[src/rtl/qspi_flash_reader.sv]
// qspi_flash_reader: AXI4-Lite master that reads a block of 32-bit words from the
// QSPI wrapper register port and streams them out on a valid/ready interface.
// Optional feature macro QSPI_FLASH_READER_CSUM_EN adds a running 32-bit word checksum.
module qspi_flash_reader #(
  parameter logic [31:0] ADDR_REG     = 32'h00,
  parameter logic [31:0] CMD_REG      = 32'h04,
  parameter logic [31:0] STAT_REG     = 32'h08,
  parameter logic [31:0] DATA_REG     = 32'h0C,
  parameter logic [31:0] RD_CMD       = 32'h0000_006B,
  parameter int unsigned CNT_W        = 16,
  parameter int unsigned POLL_TIMEOUT = 4096
) (
  input  logic             aclk,
  input  logic             areset,
  input  logic             start,
  input  logic [23:0]      flash_addr,
  input  logic [CNT_W-1:0] word_cnt,
  output logic             busy,
  output logic             done,
  output logic             error,
  output logic [31:0]      m_bus_awaddr,
  output logic [2:0]       m_bus_awprot,
  output logic             m_bus_awvalid,
  input  logic             m_bus_awready,
  output logic [31:0]      m_bus_wdata,
  output logic [3:0]       m_bus_wstrb,
  output logic             m_bus_wvalid,
  input  logic             m_bus_wready,
  input  logic [1:0]       m_bus_bresp,
  input  logic             m_bus_bvalid,
  output logic             m_bus_bready,
  output logic [31:0]      m_bus_araddr,
  output logic [2:0]       m_bus_arprot,
  output logic             m_bus_arvalid,
  input  logic             m_bus_arready,
  input  logic [31:0]      m_bus_rdata,
  input  logic [1:0]       m_bus_rresp,
  input  logic             m_bus_rvalid,
  output logic             m_bus_rready,
  output logic [31:0]      out_data,
  output logic             out_valid,
  input  logic             out_ready
`ifdef QSPI_FLASH_READER_CSUM_EN
  ,
  output logic [31:0]      csum
`endif
);

  localparam int unsigned POLL_W = $clog2(POLL_TIMEOUT + 1);

  typedef enum logic [3:0] {
    IDLE, WR_ADDR, WR_CMD, POLL_AR, POLL_R, DATA_AR, DATA_R, PUSH, FIN
  } state_t;

  state_t            state, state_n;
  logic [23:0]       addr, addr_n, addr_inc;
  logic [CNT_W-1:0]  cnt, cnt_n;
  logic [POLL_W-1:0] poll_cnt, poll_cnt_n;
  logic              busy_n, done_n, error_n, fail;
  logic [31:0]       awaddr_n, wdata_n, araddr_n, out_data_n;
  logic              awvalid_n, wvalid_n, bready_n, arvalid_n, rready_n, out_valid_n;
`ifdef QSPI_FLASH_READER_CSUM_EN
  logic [31:0]       csum_n;
`endif

  assign m_bus_awprot = 3'b000;
  assign m_bus_arprot = 3'b000;
  assign m_bus_wstrb  = 4'hF;
  assign addr_inc     = addr + 24'd4;

  // Register every state bit and bus/stream output.
  always_ff @(posedge aclk) begin
    if (areset) begin
      state         <= IDLE;
      addr          <= '0;
      cnt           <= '0;
      poll_cnt      <= '0;
      busy          <= 1'b0;
      done          <= 1'b0;
      error         <= 1'b0;
      m_bus_awaddr  <= '0;
      m_bus_awvalid <= 1'b0;
      m_bus_wdata   <= '0;
      m_bus_wvalid  <= 1'b0;
      m_bus_bready  <= 1'b0;
      m_bus_araddr  <= '0;
      m_bus_arvalid <= 1'b0;
      m_bus_rready  <= 1'b0;
      out_data      <= '0;
      out_valid     <= 1'b0;
`ifdef QSPI_FLASH_READER_CSUM_EN
      csum          <= '0;
`endif
    end else begin
      state         <= state_n;
      addr          <= addr_n;
      cnt           <= cnt_n;
      poll_cnt      <= poll_cnt_n;
      busy          <= busy_n;
      done          <= done_n;
      error         <= error_n;
      m_bus_awaddr  <= awaddr_n;
      m_bus_awvalid <= awvalid_n;
      m_bus_wdata   <= wdata_n;
      m_bus_wvalid  <= wvalid_n;
      m_bus_bready  <= bready_n;
      m_bus_araddr  <= araddr_n;
      m_bus_arvalid <= arvalid_n;
      m_bus_rready  <= rready_n;
      out_data      <= out_data_n;
      out_valid     <= out_valid_n;
`ifdef QSPI_FLASH_READER_CSUM_EN
      csum          <= csum_n;
`endif
    end
  end

  // Sequencer: per word write address, write command, poll status, read data, push.
  always_comb begin
    state_n     = state;
    addr_n      = addr;
    cnt_n       = cnt;
    poll_cnt_n  = poll_cnt;
    busy_n      = busy;
    done_n      = 1'b0;
    error_n     = 1'b0;
    fail        = 1'b0;
    awaddr_n    = m_bus_awaddr;
    awvalid_n   = m_bus_awvalid;
    wdata_n     = m_bus_wdata;
    wvalid_n    = m_bus_wvalid;
    bready_n    = m_bus_bready;
    araddr_n    = m_bus_araddr;
    arvalid_n   = m_bus_arvalid;
    rready_n    = m_bus_rready;
    out_data_n  = out_data;
    out_valid_n = out_valid;
`ifdef QSPI_FLASH_READER_CSUM_EN
    csum_n      = csum;
`endif

    case (state)
      IDLE: begin
        if (start) begin
`ifdef QSPI_FLASH_READER_CSUM_EN
          csum_n = '0;
`endif
          if (word_cnt == '0) begin
            done_n = 1'b1;
          end else begin
            addr_n     = flash_addr;
            cnt_n      = word_cnt;
            poll_cnt_n = '0;
            busy_n     = 1'b1;
            state_n    = WR_ADDR;
            awvalid_n  = 1'b1;
            wvalid_n   = 1'b1;
            awaddr_n   = ADDR_REG;
            wdata_n    = {8'h00, flash_addr};
          end
        end
      end

      WR_ADDR, WR_CMD: begin
        if (m_bus_awvalid && m_bus_awready) awvalid_n = 1'b0;
        if (m_bus_wvalid && m_bus_wready)   wvalid_n  = 1'b0;
        if (m_bus_bready) begin
          if (m_bus_bvalid) begin
            bready_n = 1'b0;
            if (m_bus_bresp != 2'b00) begin
              fail = 1'b1;
            end else if (state == WR_ADDR) begin
              state_n   = WR_CMD;
              awvalid_n = 1'b1;
              wvalid_n  = 1'b1;
              awaddr_n  = CMD_REG;
              wdata_n   = RD_CMD;
            end else begin
              state_n   = POLL_AR;
              arvalid_n = 1'b1;
              araddr_n  = STAT_REG;
            end
          end
        end else if ((!m_bus_awvalid || m_bus_awready) && (!m_bus_wvalid || m_bus_wready)) begin
          bready_n = 1'b1;
        end
      end

      POLL_AR, DATA_AR: begin
        if (m_bus_arready) begin
          arvalid_n = 1'b0;
          rready_n  = 1'b1;
          state_n   = (state == POLL_AR) ? POLL_R : DATA_R;
        end
      end

      POLL_R: begin
        if (m_bus_rvalid) begin
          rready_n = 1'b0;
          if (m_bus_rresp != 2'b00) begin
            fail = 1'b1;
          end else if (m_bus_rdata[0]) begin
            if (poll_cnt == POLL_W'(POLL_TIMEOUT - 1)) begin
              fail = 1'b1;
            end else begin
              poll_cnt_n = poll_cnt + POLL_W'(1);
              state_n    = POLL_AR;
              arvalid_n  = 1'b1;
              araddr_n   = STAT_REG;
            end
          end else begin
            poll_cnt_n = '0;
            state_n    = DATA_AR;
            arvalid_n  = 1'b1;
            araddr_n   = DATA_REG;
          end
        end
      end

      DATA_R: begin
        if (m_bus_rvalid) begin
          rready_n = 1'b0;
          if (m_bus_rresp != 2'b00) begin
            fail = 1'b1;
          end else begin
            out_data_n  = m_bus_rdata;
            out_valid_n = 1'b1;
            state_n     = PUSH;
          end
        end
      end

      PUSH: begin
        if (out_ready) begin
          out_valid_n = 1'b0;
          addr_n      = addr_inc;
          cnt_n       = cnt - CNT_W'(1);
`ifdef QSPI_FLASH_READER_CSUM_EN
          csum_n      = csum + out_data;
`endif
          if (cnt == CNT_W'(1)) begin
            state_n = FIN;
          end else begin
            state_n   = WR_ADDR;
            awvalid_n = 1'b1;
            wvalid_n  = 1'b1;
            awaddr_n  = ADDR_REG;
            wdata_n   = {8'h00, addr_inc};
          end
        end
      end

      FIN: begin
        done_n  = 1'b1;
        busy_n  = 1'b0;
        state_n = IDLE;
      end

      default: state_n = IDLE;
    endcase

    // Abort after the failing handshake has completed.
    if (fail) begin
      error_n    = 1'b1;
      busy_n     = 1'b0;
      poll_cnt_n = '0;
      state_n    = IDLE;
    end
  end

endmodule

[config.mk]
export PLATFORM = sky130hd
export DESIGN_NAME = qspi_flash_reader
export DESIGN_NICKNAME = d
export VERILOG_FILES = /design/src/rtl/qspi_flash_reader.sv
export SDC_FILE = /design/constraint.sdc
export NUM_CORES = 1
export LEC_CHECK = 0
export ABC_AREA = 0
export ABC_CLOCK_PERIOD_IN_PS = 2400
export BUFFER_PORTS_ARGS = -buffer_cell sky130_fd_sc_hd__buf_2
export CAP_MARGIN = 20
export CORE_MARGIN = 2
export CORE_UTILIZATION = 35
export DETAILED_ROUTE_END_ITERATION = 7
export HOLD_SLACK_MARGIN = 0.05
export PLACE_DENSITY = 0.65
export RECOVER_POWER = 100
export SLEW_MARGIN = 20
export SYNTH_ARGS = -nofsm -noshare
export SYNTH_HDL_FRONTEND = slang
export SYNTH_SLANG_ARGS = --single-unit
[constraint.sdc]
create_clock -name aclk -period 2.4 [get_ports aclk]
set_clock_uncertainty 0.1 [all_clocks]
set_input_delay 0.12 -clock aclk [delete_from_list [all_inputs] [get_ports aclk]]
set_output_delay 0.12 -clock aclk [all_outputs]
set_load 0.01 [all_outputs]
==> out/results.ini, run 1 <==
[floorplanning]
coreArea_um2 = 20300
die_h_um = 148
die_w_um = 148
pin_count = 232
num_rows = 52
initial_utilization = 0.357
dieArea_um2 = 21900

[grt]
first_global_vias = 7090
grt_usage = 0.206
grt_pass1_wl_um = 36500
antenna_found_initial = 0
grt_overflow = 0
grt_max_degree = 46

[worst_setup_path]
crit_path_end = m_bus_wdata[0]
path_class = in -> reg
startpoint = word_cnt[14]
end_kind = flip-flop
worstPathMaxFanout = 15
worstReg2RegEnd = poll_cnt[12]
cp.required_ns = 2.62
r2r_cells = 8
worstReg2RegStart = state[3]
r2r_setup_slack_ns = 0.15
startpoint_type = input pin
crit_arrival_ns = 2.51

[timing]
timing.final.ws_setup_ns = 0.115
finalCritPeriodShare = 0.952
tightest_slew_ns = 0.769
slew_headroom = 0.486
max_freq_mhz = 438
finalHoldWorstSlack_ns = 0.0724
slew_viol_final = 0
fin_crit_ns = 2.28
setup-violations-final = 0
hold_viol = 0

[synth]
yosysWarnings = 0
netlist_top_cells_count = nand2_1 (126), dfxtp_1 (125), a21oi_1 (86), buf_4 (83), nor2_1 (46)
synth_area_leaders = dfxtp_1 (34%), buf_4 (8.6%), nand2_1 (6.5%)
yosysUniqueCellTypes = 84
syn_area_per_cell_um2 = 7.96
yosys.area.top_type = dfxtp_1
synth_edf_count = 0
yosys_register_bits = 125
yosysMostFrequentCell = nand2_1
synth.top_cell.area_share = 0.345
ys_seq_area_frac = 0.345
netlist_area_um2 = 7260
ys_async_sr_fraction = 0
ys.flop_type = dfxtp_1
synthCells = 912

[routing]
post_drt_wl_per_cell_um = 16.2
dr.first_iter.drc_count = 477
totalWireLength_um = 23200
drtPass1Iterations = 7
drc = 0
num_vias = 7596
ant_nets = 0
viasPerCell = 5.32

[power]
combinationalPowerShare = 0.335
p_switching_mw = 2.87
p_leak_nw = 3.67
peakVddDrop_v = 0.000534
p_per_area_nw_per_um2 = 848
pwr-share-seq = 0.332
switching_share = 0.355
pwr-share-clk = 0.334
p_int_mw = 5.20

[finish]
diodes = 0
final_nets = 1235
syn2layout_area_growth_pct = 31.0
stdcell_area_um2 = 9510
drive_gt1_frac = 0.180

[placement]
placed_area_um2 = 8210
place.gp.congestion = 0.822
dp_worst_setup_slack_ns = 0.132
io_buffers = 152
place_hpwl_um = 16100

[cts]
cts-root-buf = clkbuf_16
cts_buffer_depth = 2
h-tree-depth = 4
cts_tree = yes
clock_latency_ns = 0.42
clkTransAtPathRegs_ns = 0.06
numCtsBuffers = 17
cts_setup_buffers = 0
cts.sinks = 125

[status]
status = complete, no violations

[run]
cap_violations = 0

[min_path]
worst_hold_path_type = in -> reg

-- sequential cells by signal (all words and copies together), names as in the netlist --
register / flops
addr: 24
cnt: 16
busy: 1
m_bus_arvalid: 1
m_bus_wvalid: 1
m_bus_rready: 1
error: 1
m_bus_awaddr: 1
m_bus_awvalid: 1
poll_cnt: 13
state: 4
out_data: 32
m_bus_bready: 1
m_bus_wdata: 24
out_valid: 1
done: 1
m_bus_araddr: 2
-- through the flow --
stage	util	std cells	total power, mW	setup TNS [ns]
2_1_floorplan	-	989	4.46	0
3_3_place_gp	0.404	1323	5.27	-0.838
3_5_place_dp	0.404	1323	5.30	0
4_1_cts	0.471	1429	8.08	0
5_1_grt	0.468	1429	8.50	-0.0110
6_report	0.468	1429	8.06	0
-- worst min-delay path by stage --
stage	end	slack (ns)	cells after the start	start
3_3_place_gp	out_data[22]	0.26	3	m_bus_rdata[22]
6_report	m_bus_wvalid	0.07	4	m_bus_wready
5_1_grt	done	0.1	3	start
3_5_place_dp	out_data[21]	0.27	3	m_bus_rdata[21]
2_1_floorplan	addr[0]	0.16	2	flash_addr[0]
4_1_cts	m_bus_wvalid	0.05	4	m_bus_wready
-- placed cells by master, fill, tap and decap left out, types with 6 or more instances in the layout --
cell type,netlist,final
nand3_1,22,22
clkbuf_16,0,17
buf_4,83,49
conb_1,2,79
nor3_1,18,17
a311oi_1,10,10
a21oi_1,86,85
nand2_1,126,126
nand4_1,11,11
a31oi_1,27,27
xor2_1,10,10
o21ai_0,40,40
dlygate4sd3_1,0,74
o31ai_1,13,13
clkbuf_1,33,73
inv_1,21,21
buf_2,22,84
or4_1,13,13
a211oi_1,24,24
a22oi_1,7,7
o21ai_1,10,10
dfxtp_1,125,125
nor4_1,16,12
nand2b_1,6,6
nor2_1,46,46
nor4_2,2,6
-- logic make-up (layout without fill, tap and decap cells) --
| group | after synthesis | in the layout | share of synthesized area |
|---|---|---|---|
| AOI/OAI and AO/OA | 279 | 279 | 0.254 |
| xor gates and xnor gates | 15 | 15 | 0.0181 |
| adders and majority gates | 4 | 4 | 0.00690 |
| buffers and inverters | 165 | 335 | 0.136 |
| DFF | 125 | 125 | 0.345 |
| muxes | 4 | 4 | 0.00552 |
| other | 2 | 79 | 0.00104 |
| and+or+nand+nor | 318 | 318 | 0.234 |
-- what timing repair did --
item                                    4_1_cts  5_1_grt
hold buffers                                 74        0
resized for setup                             0        7
endpoints found under the setup margin        0       30
hold endpoints to repair                     93        0
-- power groups by stage --
| stage | clock network, mW | registers, mW | logic, mW |
|---|---|---|---|
| 6_report | 2.69 | 2.67 | 2.70 |
| 5_1_grt | 2.83 | 2.72 | 2.94 |
| 4_1_cts | 2.71 | 2.66 | 2.70 |
| 3_5_place_dp | 0 | 2.70 | 2.60 |
| 3_3_place_gp | 0 | 2.70 | 2.57 |
| 2_1_floorplan | 0 | 2.72 | 1.74 |
-- routing by layer --
| layer | track usage | vias up | part of all wire |
|---|---|---|---|
| met5 | 0 | - | 0 |
| met4 | 0.0657 | 0 | 0.021 |
| li1 | - | 3653 | - |
| met1 | 0.254 | 3577 | 0.42 |
| met3 | 0.0531 | 35 | 0.077 |
| met2 | 0.351 | 331 | 0.49 |
-- critical path, cell delays in order --
cell	delay [ns]
dlygate4sd3_1	0.55
buf_2	0.15
nor4_2	0.40
nand4_2	0.29
buf_4	0.24
o21ai_1	0.20
nor3_2	0.07
buf_4	0.23
a311oi_1	0.24
-- final cells by class --
type | count | area, um^2
clock inverters | 10 | 138
fillers | 2035 | 10800
inverters | 21 | 78.8
multi-input cells | 699 | 4110
well taps | 270 | 338
repair buffers | 282 | 1860
clock buffers | 22 | 474
flip-flops and latches | 125 | 2500
Note: power is estimated with default switching activity, not from simulation.
==> inputs of run 2 (changes only) <==
--- a/config.mk
+++ b/config.mk
@@ -9,7 +9,7 @@
 export ABC_CLOCK_PERIOD_IN_PS = 2400
 export BUFFER_PORTS_ARGS = -buffer_cell sky130_fd_sc_hd__buf_2
 export CAP_MARGIN = 20
-export CORE_MARGIN = 2
+export CORE_MARGIN = 3
 export CORE_UTILIZATION = 35
 export DETAILED_ROUTE_END_ITERATION = 7
 export HOLD_SLACK_MARGIN = 0.05
==> out/results.ini, run 2 (synthesis results as in run 1) <==
[status]
status = complete, no violations

[routing]
drtPass1Iterations = 6  ; -1
totalWireLength_um = 23700  ; +2.2%
num_vias = 7605  ; +0.12%
viasPerCell = 5.31  ; about the same
dr.first_iter.drc_count = 550  ; +15%
ant_nets = 0  ; unchanged
drc = 0  ; unchanged
post_drt_wl_per_cell_um = 16.5  ; +2.0%

[finish]
largest_reg_flops = 32  ; unchanged
stdcell_area_um2 = 9540  ; +0.34%
fin_util = 0.470  ; +0.00160
syn2layout_area_growth_pct = 31.5
fillerInstances = 1976  ; -2.9%
diodes = 0  ; unchanged
multi_input_area_um2 = 4110  ; -0.21%
final_nets = 1237  ; +0.16%
layout_common_cells = nand2_1 (126), dfxtp_1 (125), a21oi_1 (86), buf_2 (83), conb_1 (79)
top_register = out_data
final_common_cell = nand2_1
reg_top3 = out_data (32), addr (24), m_bus_wdata (24)
regArea_um2 = 2500  ; unchanged
drive_gt1_frac = 0.178  ; -0.00203

[timing]
finalHoldWorstSlack_ns = 0.0633  ; -0.00912 ns
slew_headroom = 0.588  ; +0.102
slew_viol_final = 0  ; unchanged
max_freq_mhz = 424  ; -3.2%
setup-violations-final = 0  ; unchanged
hold_viol = 0  ; unchanged
tns_ns = 0  ; unchanged
finalCritPeriodShare = 0.984  ; +0.0318
tightest_slew_ns = 0.617  ; -0.152 ns
fin_crit_ns = 2.36  ; +0.0764 ns

[floorplanning]
pin_count = 232  ; unchanged
initial_utilization = 0.357  ; unchanged
num_rows = 52  ; unchanged
coreArea_um2 = 20300  ; unchanged
dieArea_um2 = 22500  ; +2.7%
die_w_um = 150  ; +1.4%
die_h_um = 150  ; +1.4%

[worst_setup_path]
worstReg2RegEnd = poll_cnt[12]
max_stage_delay_ns = 0.57  ; +0.02 ns
crit_arrival_ns = 2.58  ; +0.07 ns
slowest_stage = dlygate4sd3_1
cp.required_ns = 2.62  ; about the same
r2r_setup_slack_ns = 0.04  ; -0.11 ns
worstReg2RegStart = poll_cnt[0]
startpoint_type = flip-flop
path_cells = ha_1 > nand3_1 > nor4_1 > o31ai_2 > nand3_1 > dlygate4sd3_1 > a21oi_1
r2r_cells = 7  ; -1
critPathMostFrequentCell = nand3_1
worstPathMaxFanout = 5  ; -10
path_class = reg -> reg
end_kind = flip-flop

[power]
power_mw = 8.13  ; +0.84%
peakVddDrop_v = 0.000491  ; -8.0%
p_int_mw = 5.21  ; +0.26%
switching_share = 0.359  ; +0.00372
pwr-share-seq = 0.331  ; about the same
p_per_area_nw_per_um2 = 852  ; +0.50%
pwr-share-clk = 0.340  ; +0.006
p_switching_mw = 2.92  ; +1.9%
combinationalPowerShare = 0.329  ; -0.006
p_leak_nw = 3.68  ; +0.10%

[placement]
placed_area_um2 = 8140  ; -0.85%
place.gp.congestion = 0.887  ; +7.9%
place_hpwl_um = 16100  ; about the same
io_buffers = 152  ; unchanged

[min_path]
hp-start = start
worst_hold_path_type = in -> reg
hold_end = done
worstHoldPathCells = 3  ; -1

[grt]
grt_max_degree = 58  ; +26%
grt_pass1_wl_um = 36700  ; +0.64%
first_global_vias = 7102  ; +0.17%
antenna_found_initial = 1  ; +1
grt_overflow = 0  ; unchanged
grt_usage = 0.204  ; -0.00161

[cts]
h-tree-depth = 4  ; unchanged
clock_latency_ns = 0.43  ; about the same
cts_tree = yes
cts_buffer_depth = 2  ; unchanged
numCtsBuffers = 17  ; unchanged
cts.sinks = 125  ; unchanged
cts-root-buf = clkbuf_16
clkTransAtPathRegs_ns = 0.06  ; about the same

[run]
cap_violations = 0  ; unchanged

run 2: worst max-delay path by stage:
stage | start | end | slack (ns) | cells after the start
global route | poll_cnt[0] | poll_cnt[12] | -0.04 | 7
global placement | state[2] | busy | 0.23 | 6
CTS | state[2] | poll_cnt[12] | 0.04 | 7
detailed placement | poll_cnt[0] | poll_cnt[9] | 0.15 | 6
finish | poll_cnt[0] | poll_cnt[12] | 0.04 | 7
floorplan | addr[4] | m_bus_wdata[23] | 0.42 | 6
run 2: routing by layer:
metal | part of all wire | vias up | GRT usage
li1 | - | 3664 | -
met1 | 0.42 | 3551 | 0.258
met2 | 0.48 | 345 | 0.336
met5 | 0.00055 | - | 0
met3 | 0.074 | 43 | 0.0503
met4 | 0.024 | 2 | 0.0801
run 2: power by group through the flow:
stage               sequential (mW)  clock, mW  combinational, mW
floorplan                      2.72          0               1.74
global placement               2.72          0               2.53
detailed placement             2.72          0               2.57
CTS                            2.68       2.81               2.68
global route                   2.73       2.90               2.94
finish                         2.69       2.76               2.67
run 2: worst max-delay path: cells and delay by family, from the launching register on:
kind / cells / cell delay [ns]
flip-flops: 1 / 0.38
AND/OR/NAND/NOR: 3 / 0.77
buffers and inverters: 1 / 0.57
AO/OA/AOI/OAI: 2 / 0.22
adder cells (fa/ha/maj): 1 / 0.22
run 2: cell type report:
class | instances | share of cell area
flip-flops and latches | 125 | 0.262
well taps | 270 | 0.0354
clock inverters | 14 | 0.0205
multi-input cells | 700 | 0.430
inverters | 21 | 0.00826
repair buffers | 283 | 0.198
clock buffers | 18 | 0.0450
run 2: what timing repair did:
action,4_1_cts,5_1_grt
setup buffers,0,7
resized for setup,0,7
hold endpoints to repair,98,0
hold buffers,78,0
setup endpoints to repair,0,13
run 2: metrics by stage:
step / worst slack (ns) / std cells
after floorplan: 0.416 / 989
after global placement: 0.226 / 1313
after detailed placement: 0.147 / 1313
after CTS: 0.0359 / 1423
after global routing: -0.0416 / 1431
final: 0.0389 / 1431
==> inputs of run 3 (changes only) <==
--- a/config.mk
+++ b/config.mk
@@ -5,15 +5,17 @@
 export SDC_FILE = /design/constraint.sdc
 export NUM_CORES = 1
 export LEC_CHECK = 0
-export ABC_AREA = 0
+export ABC_AREA = 1
 export ABC_CLOCK_PERIOD_IN_PS = 2400
 export BUFFER_PORTS_ARGS = -buffer_cell sky130_fd_sc_hd__buf_2
 export CAP_MARGIN = 20
+export CELL_PAD_IN_SITES_DETAIL_PLACEMENT = 1
+export CELL_PAD_IN_SITES_GLOBAL_PLACEMENT = 1
 export CORE_MARGIN = 3
-export CORE_UTILIZATION = 35
+export CORE_UTILIZATION = 25
 export DETAILED_ROUTE_END_ITERATION = 7
 export HOLD_SLACK_MARGIN = 0.05
-export PLACE_DENSITY = 0.65
+export PLACE_DENSITY = 0.67
 export RECOVER_POWER = 100
 export SLEW_MARGIN = 20
 export SYNTH_ARGS = -nofsm -noshare
==> out/results.ini, run 3 <==
[cts]
h-tree-depth = 4  ; unchanged
cts_tree = yes
cts_setup_buffers = 0  ; unchanged
cts.sinks = 125  ; unchanged
cts-root-buf = clkbuf_16
numCtsBuffers = 17  ; unchanged
cts-resized-gates = 0  ; unchanged
cts_buffer_depth = 2  ; unchanged
clock_latency_ns = 0.42  ; about the same
clkTransAtPathRegs_ns = 0.06  ; about the same

[power]
power_mw = 10.6  ; +30%
peakVddDrop_v = 0.000611  ; +24%
p_per_area_nw_per_um2 = 1100  ; +29%
p_leak_nw = 4.43  ; +21%

[finish]
final_common_cell = nand2_1
reg_top3 = out_data (32), addr (24), m_bus_wdata (24)
multi_input_area_um2 = 4050  ; -1.5%
drive_gt1_frac = 0.107  ; -0.0717
fillerInstances = 3811  ; +93%
syn2layout_area_growth_pct = 29.1
fin_util = 0.332  ; -0.138
stdcell_area_um2 = 9650  ; +1.2%
layout_common_cells = nand2_1 (329), nor2_1 (256), dfxtp_1 (125), inv_1 (108), o21ai_0 (89)
final_nets = 1530  ; +24%
finalNonFillerCells = 1840  ; +29%
top_register = out_data
regArea_um2 = 2500  ; unchanged
largest_reg_flops = 32  ; unchanged

[grt]
antenna_found_initial = 3  ; +2
grt_pass1_wl_um = 43700  ; +19%
first_global_vias = 8549  ; +20%
grt_usage = 0.173  ; -0.0317
grt_overflow = 0  ; unchanged
grt_max_degree = 45  ; -22%

[routing]
drtPass1Iterations = 4  ; -2
ant_nets = 0  ; unchanged
num_vias = 8211  ; +8.0%
viasPerCell = 4.46  ; -16%
post_drt_wl_per_cell_um = 15.1  ; -8.6%
totalWireLength_um = 27800  ; +18%
drc = 0  ; unchanged
dr.first_iter.drc_count = 333  ; -39%

[timing]
finalHoldWorstSlack_ns = 0.0621  ; -0.00119 ns
rsz0062_at_grt = false
hold_viol = 0  ; unchanged
tightest_slew_ns = 0.574  ; -0.0429 ns
slew_headroom = 0.617  ; +0.0291
fin_crit_ns = 2.20  ; -0.162 ns
max_freq_mhz = 455  ; +7.4%
finalCritPeriodShare = 0.916  ; -0.0674
timing.final.ws_setup_ns = 0.201  ; +0.162 ns
slew_viol_final = 0  ; unchanged
setup-violations-final = 0  ; unchanged
tns_ns = 0  ; unchanged

[worst_setup_path]
r2r_setup_slack_ns = 0.20  ; +0.16 ns
path_class = reg -> reg
startpoint_type = flip-flop
worstReg2RegStart = state[0]
crit_path_end = state[3]
crit_arrival_ns = 2.43  ; -0.15 ns
critPathMostFrequentCell = nor2_1
path_delay_family = simple AND/OR/NAND/NOR gates
max_stage_delay_ns = 0.47  ; -0.10 ns
startpoint = state[0]
path_cells = nor2_1 > nand2_1 > clkbuf_2 > nor2_1 > nor2_1 > nand2_1 > nor2_1 > nand2_1 > nor3b_1
slowest_stage = dfxtp_1
r2r_cells = 9  ; +2
cp_num_buf_inv = 1  ; unchanged
worstPathMaxFanout = 12  ; +7
cp.required_ns = 2.63  ; about the same
cp.depth = 9  ; +2
worstReg2RegEnd = state[3]
end_kind = flip-flop

[synth]
yosysUniqueCellTypes = 34  ; -60%
synth_area_leaders = dfxtp_1 (33%), nand2_1 (17%), nor2_1 (13%)
synthCells = 1218  ; +34%
yosysMostFrequentCell = nand2_1
ys_seq_area_frac = 0.335  ; -0.0101
synth_edf_count = 0  ; unchanged
ys.flop_type = dfxtp_1
synth.top_cell.area_share = 0.335  ; -0.0101
yosys_register_bits = 125  ; unchanged
ys_async_sr_fraction = 0  ; unchanged
yosysWarnings = 0  ; unchanged
syn_area_per_cell_um2 = 6.14  ; -23%
yosys.area.top_type = dfxtp_1
netlist_top_cells_count = nand2_1 (329), nor2_1 (255), dfxtp_1 (125), inv_1 (106), o21ai_0 (89)
netlist_area_um2 = 7470  ; +3.0%

[floorplanning]
pin_count = 232  ; unchanged
dieArea_um2 = 32000  ; +42%
die_h_um = 179  ; +19%
die_w_um = 179  ; +19%
initial_utilization = 0.257  ; -0.100
coreArea_um2 = 29100  ; +43%
num_rows = 62  ; +19%

[status]
status = complete, no violations

[placement]
io_buffers = 152  ; unchanged
dp_worst_setup_slack_ns = 0.242  ; +0.0949 ns
place_inst = 1733  ; +32%
place.gp.congestion = 0.819  ; -7.7%
placed_area_um2 = 8400  ; +3.2%
place_hpwl_um = 20000  ; +25%

[run]
cap_violations = 0  ; unchanged

[min_path]
worst_hold_path_type = in -> reg

==> run 3: changes by cell type after synthesis, moves of 26 or more <==
cell / delta
nor2_1: +209
nand2_1: +203
inv_1: +85
o21ai_0: +49
nand3_1: +43
a21oi_1: -42
a31oi_1: -26
==> run 3: cells by family (layout without fill, tap and decap cells) <==
group                      count (synthesis)  in the layout  share of synthesized area
AOI/OAI and AO/OA                        150            150                      0.106
xor gates and xnor gates                  12             12                     0.0141
adders and majority gates                  4              4                    0.00670
buffers and inverters                    234            393                      0.162
DFF                                      125            125                      0.335
muxes                                      1              1                    0.00134
other                                      2             81                    0.00100
and+or+nand+nor                          690            690                      0.374
==> run 3: cell type report <==
class	count	share of cell area
clock buffers	21	0.0487
clock inverters	11	0.0162
repair buffers	248	0.163
multi-input cells	936	0.419
inverters	113	0.0439
well taps	384	0.0498
flip-flops and latches	125	0.259
diodes	2	0.000518
==> run 3: report_power, final <==
| group | switching, mW | internal (mW) | total (mW) |
|---|---|---|---|
| registers | 0.452 | 2.62 | 3.07 |
| clock network | 1.06 | 1.73 | 2.79 |
| logic | 3.25 | 1.48 | 4.73 |
| total | 4.76 | 5.83 | 10.6 |
==> run 3: worst min-delay path by stage <==
stage | from | to | cells after the start
2_1_floorplan | m_bus_rdata[10] | out_data[10] | 2
3_3_place_gp | m_bus_rdata[26] | out_data[26] | 3
3_5_place_dp | m_bus_rdata[2] | out_data[2] | 3
4_1_cts | flash_addr[5] | m_bus_wdata[5] | 5
5_1_grt | flash_addr[6] | addr[6] | 5
6_report | flash_addr[5] | m_bus_wdata[5] | 5
==> run 3: timing repair <==
item | CTS | global route
hold buffers | 73 | 0
endpoints found under the setup margin | 0 | 0
hold endpoints to repair | 90 | 0
==> run 3: tightest hold or removal path: stages <==
cell     delay, ns
buf_2         0.10
nand2_1       0.06
o21ai_0       0.10
nor2_1        0.06
nor2_1        0.09
==> run 3: layer usage <==
metal  GRT usage  vias to the layer above  wire length [um]
met2       0.321                      198             14200
li1            -                     4082                 -
met3      0.0445                       39              1550
met1       0.189                     3890             11300
met4      0.0607                        2               722
met5           0                        -                 7
